<file path="config.mk">
export PLATFORM = sky130hd
export DESIGN_NAME = lut_sweep
export DESIGN_NICKNAME = d
export VERILOG_FILES = /design/src/rtl/lut_sweep_pkg.sv /design/src/rtl/lut_sweep_ctr.sv /design/src/rtl/lut_sweep.sv
export SDC_FILE = /design/constraint.sdc
export NUM_CORES = 1
export LEC_CHECK = 0
export BUFFER_PORTS_ARGS = -buffer_cell sky130_fd_sc_hd__buf_2
export CAP_MARGIN = 40
export CORE_UTILIZATION = 50
export CTS_CLUSTER_SIZE = 10
export DETAILED_ROUTE_END_ITERATION = 10
export PLACE_DENSITY = 0.87
export SLEW_MARGIN = 10
export SYNTH_ARGS = -nofsm -noshare
export SYNTH_HDL_FRONTEND = slang
export SYNTH_HIERARCHICAL = 1
export SYNTH_SLANG_ARGS = --single-unit
</file>
<file path="constraint.sdc">
create_clock -name clk -period 2.2 [get_ports clk]
set_input_delay 0.44 -clock clk [delete_from_list [all_inputs] [get_ports clk]]
set_output_delay 0.44 -clock clk [all_outputs]
set_load 0.02 [all_outputs]
</file>
<file path="src/rtl/lut_sweep_pkg.sv">
// Shared constants and FSM encoding for the LUT sweep block.
package lut_sweep_pkg;

  // Legal range for the number of function inputs.
  localparam int N_MIN = 2;
  localparam int N_MAX = 6;

  // Reset truth table for the default 4-input configuration.
  localparam logic [15:0] DEFAULT_TABLE = 16'hF232;

  typedef enum logic [1:0] {
    IDLE  = 2'd0,
    SWEEP = 2'd1,
    FIN   = 2'd2
  } state_t;

endpackage : lut_sweep_pkg

</file>
<file path="src/rtl/lut_sweep_ctr.sv">
// N-bit sweep index counter with clear, enable and terminal-count flag.
module lut_sweep_ctr #(
  parameter int N = 4
) (
  input  logic         clk,
  input  logic         rst,
  input  logic         clr,
  input  logic         en,
  output logic [N-1:0] idx,
  output logic         tc
);

  // Index register: clear wins over enable; the owner stops enabling at tc.
  always_ff @(posedge clk) begin
    // NOTE: state is updated with non-blocking assignments so every flop
    // samples pre-edge values regardless of statement order.
    if (rst) begin
      idx <= '0;
    end else if (clr) begin
      idx <= '0;
    end else if (en) begin
      idx <= idx + N'(1);
    end
  end

  assign tc = &idx;

endmodule : lut_sweep_ctr

</file>
<file path="src/rtl/lut_sweep.sv">
// Programmable N-input truth table with a registered evaluation port and
// an exhaustive sweep engine that counts minterms and finds the lowest one.
module lut_sweep
  import lut_sweep_pkg::*;
#(
  parameter int               N          = 4,
  parameter logic [2**N-1:0]  INIT_TABLE = DEFAULT_TABLE
) (
  input  logic              clk,
  input  logic              rst,
  input  logic [N-1:0]      in_vec,
  output logic              f,
  input  logic              tbl_we,
  input  logic [2**N-1:0]   tbl_wdata,
  input  logic              start,
  output logic              busy,
  output logic              sweep_valid,
  output logic [N-1:0]      sweep_idx,
  output logic              sweep_f,
  output logic              done,
  output logic [N:0]        ones_cnt,
  output logic [N-1:0]      first_one,
  output logic              wr_err
);

  localparam int TW = 2**N;
  localparam int CW = N + 1;

  // Refuse to elaborate outside the supported input range.
  if (N < N_MIN || N > N_MAX) begin : g_bad_n
    $fatal(1, "lut_sweep: N must be in 2..6");
  end

  state_t         state;
  logic [TW-1:0]  tbl;
  logic           found;
  logic [N-1:0]   idx;
  logic           tc;
  logic           ctr_clr;
  logic           ctr_en;
  logic           sweep_bit;

  // A sweep always begins at index 0 and holds at the last index on exit.
  assign ctr_clr   = (state == IDLE) && start;
  assign ctr_en    = (state == SWEEP) && !tc;
  assign sweep_bit = tbl[idx];

  lut_sweep_ctr #(.N(N)) u_ctr (
    .clk (clk),
    .rst (rst),
    .clr (ctr_clr),
    .en  (ctr_en),
    .idx (idx),
    .tc  (tc)
  );

  // Sample outputs are forced to zero whenever no sample is presented.
  assign sweep_idx = sweep_valid ? idx : '0;
  assign sweep_f   = sweep_valid & sweep_bit;

  // Evaluation port: one-cycle table lookup, independent of the FSM.
  always_ff @(posedge clk) begin
    if (rst) begin
      f <= 1'b0;
    end else begin
      f <= tbl[in_vec];
    end
  end

  // Sweep FSM with registered status outputs and write gating.
  always_ff @(posedge clk) begin
    if (rst) begin
      state       <= IDLE;
      // NOTE: the table is a plain flop vector, not a RAM, so it can and
      // must be loaded with its power-on contents by reset.
      tbl         <= INIT_TABLE;
      busy        <= 1'b0;
      sweep_valid <= 1'b0;
      done        <= 1'b0;
      ones_cnt    <= '0;
      first_one   <= '0;
      found       <= 1'b0;
      wr_err      <= 1'b0;
    end else begin
      done <= 1'b0;

      // Writes are only legal in IDLE; anything else is dropped and flagged.
      if (tbl_we && state != IDLE) begin
        wr_err <= 1'b1;
      end

      case (state)
        IDLE: begin
          if (tbl_we) begin
            tbl <= tbl_wdata;
          end
          if (start) begin
            state       <= SWEEP;
            busy        <= 1'b1;
            sweep_valid <= 1'b1;
            ones_cnt    <= '0;
            first_one   <= '0;
            found       <= 1'b0;
          end
        end

        SWEEP: begin
          if (sweep_bit) begin
            ones_cnt <= ones_cnt + CW'(1);
            if (!found) begin
              first_one <= idx;
              found     <= 1'b1;
            end
          end
          if (tc) begin
            state       <= FIN;
            sweep_valid <= 1'b0;
            done        <= 1'b1;
          end
        end

        FIN: begin
          state <= IDLE;
          busy  <= 1'b0;
        end

        default: begin
          state       <= IDLE;
          busy        <= 1'b0;
          sweep_valid <= 1'b0;
        end
      endcase
    end
  end

endmodule : lut_sweep
</file>
==> results.txt <==
----------------------------------------------------
[Power and ir drop]
  Maximum VDD drop ... between 400 and 500 µV
  Internal power consumption ... 0.00115 W
  Share of total power in sequential cells ... 47.9%
  Areal power density over the cells ... 698 mW/mm²
  Combinational share of power ... 13.1%
  Overall power of the completed layout ... around 0.0015 W
  Sw frac ... 24.7%
  Clock power share ... 39.1%
  Net Switching ... 0.000378 W
  Leakage power summed over all cells ... 0.928 nW

[Synthesis]
  Number of flops mapped to enable cells by yosys ... 0
  Register bit count reported by yosys ... 37
  Fraction of registers with async set/reset ... 0%
  Total standard cell area after synthesis ... 0.00182 mm²
  Warnings from Yosys ... 6
  Synth Flop Type ... sky130_fd_sc_hd__dfxtp_1
  Top-area cell type share of the netlist area ... between 40% and 50%
  Cell type contributing the most total cell area after synthesis ... sky130_fd_sc_hd__dfxtp_1
  Mean cell area of the mapped netlist ... between 8 and 9 µm²
  Synth top area cells ... sky130_fd_sc_hd__dfxtp_1 41%, sky130_fd_sc_hd__nand2_1 9.9%, sky130_fd_sc_hd__mux2i_1 7.7%, sky130_fd_sc_hd__mux4_2 6.2%, sky130_fd_sc_hd__a21oi_1 4.7%
  Post-synthesis cell type count ... 39
  Syn Nets ... 229
  Post-synthesis instance total ... between 200 and 250
  Portion of the post-synthesis area used by sequential elements ... 40.7%

[STA]
  Final setup fails ... 0
  Hold Violations, Final ... 0
  Final max-slew violation count ... 0
  RSZ-0062 raised after global routing ... yes
  Final critical-path share of the clock period ... 99.1%
  Transition time at the pin with the least slew margin ... about 0.56 ns
  Max Freq ... 459 MHz
  Clock tree skew after final layout ... ~0.0062 ns
  Minimum clock period ... 2.18 ns
  Rel. slew slack ... 62.9%

[Job]
  Max-cap violation count ... 0

[Critical path]
  CP Data Arrival Time ... ~1.7 ns
  Delay of the slowest critical-path stage ... 0.43 ns
  WP data required ... roughly 1.8 ns
  Cell Chain, Critical Path ... and2b_1 > a22oi_1 > a22oi_1 > nor2_1 > buf_4
  CP endpoint kind ... output port
  Critical Path Slowest Stage Cell ... sky130_fd_sc_hd__dfxtp_2
  Dominant cell type by count on the critical path ... sky130_fd_sc_hd__a22oi_1
  Startpoint Class ... flop
  Crit Path Max Fanout ... 9
  Crit Path Category ... reg -> out
  Number of cells traversed by the worst register-to-register path ... 6

[Global route]
  Gr usage total ... 21.4%
  Antenna violations before repair ... 0
  Number of global-route vias before repair ... 1390
  Wire length of the first global-routing pass ... 6450 µm
  Largest net degree at the start of global routing ... 18
  Remaining Overflow, GRT ... 0

[Hold path]
  Worst min-delay path category ... in -> reg
  Number of instances on the worst hold path ... 3

[CTS]
  # hold bufs at CTS ... 0
  Clock transition at the registers of the reported paths ... 0.12 ns
  Clock net sink count ... 37
  CTS tree ... built
  Root Buffer Master ... sky130_fd_sc_hd__clkbuf_4
  H-tree depth ... 2
  Number of buffers added by the clock tree synthesis step ... 5
  Maximum buffer depth of the clock tree ... 2
  Clock insertion delay at the later pin of the skew report ... around 0.35 ns

[Layout]
  Antenna Cells ... 0
  Number of nets at the end of the flow ... 275
  Area growth, synth to finish ... 20.7%
  Layout cells sized above 1 ... 30.8%
  Final cell utilization of the core ... 64.2%

[Floorplan]
  Die Height ... between 60 and 70 µm
  Rows ... 21
  Starting Density ... 53.2%
  Count of boundary I/O pins ... 43
  Die width ... 62.3 µm
  Total die area ... ~0.0039 mm²
  Core Area ... 0.00342 mm²

[Detailed routing]
  Antenna Violating Nets Remaining ... 0
  DRC viols ... 0
  Total length of routed wires ... a little under 4000 µm
  Number of vias in the routed layout ... 1577
  Number of iterations in the first detailed-routing pass ... 4
  Wire length per cell after detailed routing ... roughly 13 µm
  Detailed-route vias per instance ... 5.33
  Violation count after the first detailed-route iteration ... approximately 130

[Place]
  Post-DP HPWL ... 2740 µm
  Total of buffers placed on input and output ports ... 42
  GP Congestion ... between 0.9 and 1

[Outcome]
  Outcome ... finished, final reports clean

----------------------------------------------------
-- per-stage QoR --
stage               hold WS, ns  cells  TNS (ns)  area, µm²  setup slack (ns)
global route              0.266    296   -0.0837       2190           -0.0837
floorplan                 0.445    203         0       1820             0.392
detailed placement        0.443    287         0       2060             0.159
CTS                       0.279    295         0       2180           0.00336
global placement          0.436    287         0       2060             0.258
finish                    0.284    296         0       2190            0.0199
-- cells by family (layout without fill, tap and decap cells) --
kind of cell | count (synthesis) | in the layout | synth area share, %
AND/OR/NAND/NOR | 95 | 95 | 25.7
flip-flops | 37 | 37 | 40.7
AO/OA/AOI/OAI | 32 | 32 | 12.0
multiplexers | 20 | 20 | 14.5
buffers and inverters | 16 | 63 | 5.09
adder cells (fa/ha/maj) | 2 | 2 | 1.38
XOR/XNOR | 1 | 1 | 0.482
-- registers in the layout, summed over array words and instances (netlist names) --
register	count
done	1
f	1
tbl	16
sweep_valid	1
busy	1
wr_err	1
first_one	4
found	1
ones_cnt	5
u_ctr/idx	4
state	2
-- power groups by stage --
stage	sequential [W]	clock [W]	combinational (W)
2_1_floorplan	0.000746	0	0.000136
3_3_place_gp	0.000748	0	0.000191
3_5_place_dp	0.000749	0	0.000195
4_1_cts	0.000734	0.000604	0.000197
5_1_grt	0.000739	0.000647	0.000222
6_report	0.000733	0.000599	0.000200
-- layer usage --
| layer | GRT usage, % | share of wire [%] | vias to the layer above |
|---|---|---|---|
| li1 | - | - | 795 |
| met1 | 28.0 | 46 | 731 |
| met2 | 33.7 | 48 | 46 |
| met3 | 5.70 | 5.3 | 5 |
| met4 | 8.43 | 1.4 | 0 |
| met5 | 0 | 0 | - |
-- Yosys cell counts (2+ instances only) --
library cell,instances
sky130_fd_sc_hd__clkbuf_1,5
sky130_fd_sc_hd__and2_1,5
sky130_fd_sc_hd__mux2i_1,14
sky130_fd_sc_hd__nand3b_1,9
sky130_fd_sc_hd__nand2_1,48
sky130_fd_sc_hd__mux4_2,5
sky130_fd_sc_hd__a22oi_1,3
sky130_fd_sc_hd__ha_1,2
sky130_fd_sc_hd__inv_1,7
sky130_fd_sc_hd__and2b_1,2
sky130_fd_sc_hd__nor2_1,12
sky130_fd_sc_hd__dfxtp_1,37
sky130_fd_sc_hd__nand4_1,3
sky130_fd_sc_hd__nand3_1,4
sky130_fd_sc_hd__buf_6,3
sky130_fd_sc_hd__a21oi_1,17
sky130_fd_sc_hd__and2_2,3
sky130_fd_sc_hd__a21bo_2,2
sky130_fd_sc_hd__a221oi_1,2
-- final timing paths --
kind                               startpoint           end  slack [ns]
worst min-delay path            tbl_wdata[13]       tbl[13]        0.28
worst min register to register         wr_err        wr_err        0.46
worst max register to register   u_ctr/idx[0]  u_ctr/idx[3]        0.40
worst max-delay path             u_ctr/idx[1]       sweep_f        0.02
-- worst max-delay path, delay by kind of cell, from the launching register on --
family	cells	cell delay [ns]
DFF	1	0.43
AOI/OAI and AO/OA	2	0.40
and+or+nand+nor	2	0.39
buffers and inverters	1	0.17
-- timing repair --
action                                  CTS  global route
endpoints found under the setup margin    1             1
resized for setup                         5             3
buffers inserted                          0             1
pin swaps                                 0             2
-- cell usage in the layout, fill, tap and decap left out, drive strengths merged, types with 5 or more instances in the layout --
master / count
nand3b: 9
dfxtp: 37
and2: 8
mux2i: 14
nand2: 48
a21oi: 18
clkbuf: 5
buf: 48
nor2: 12
inv: 8
mux4: 5
-- layout make-up --
cell class | instances | area [µm²]
clock buffers | 5 | 37.5
clock inverters | 3 | 68.8
fillers | 295 | 1220
inverters | 7 | 26.3
multi-input cells | 150 | 997
flip-flops and latches | 37 | 749
well taps | 46 | 57.6
repair buffers | 48 | 258
(Power assumes the default switching activity.)
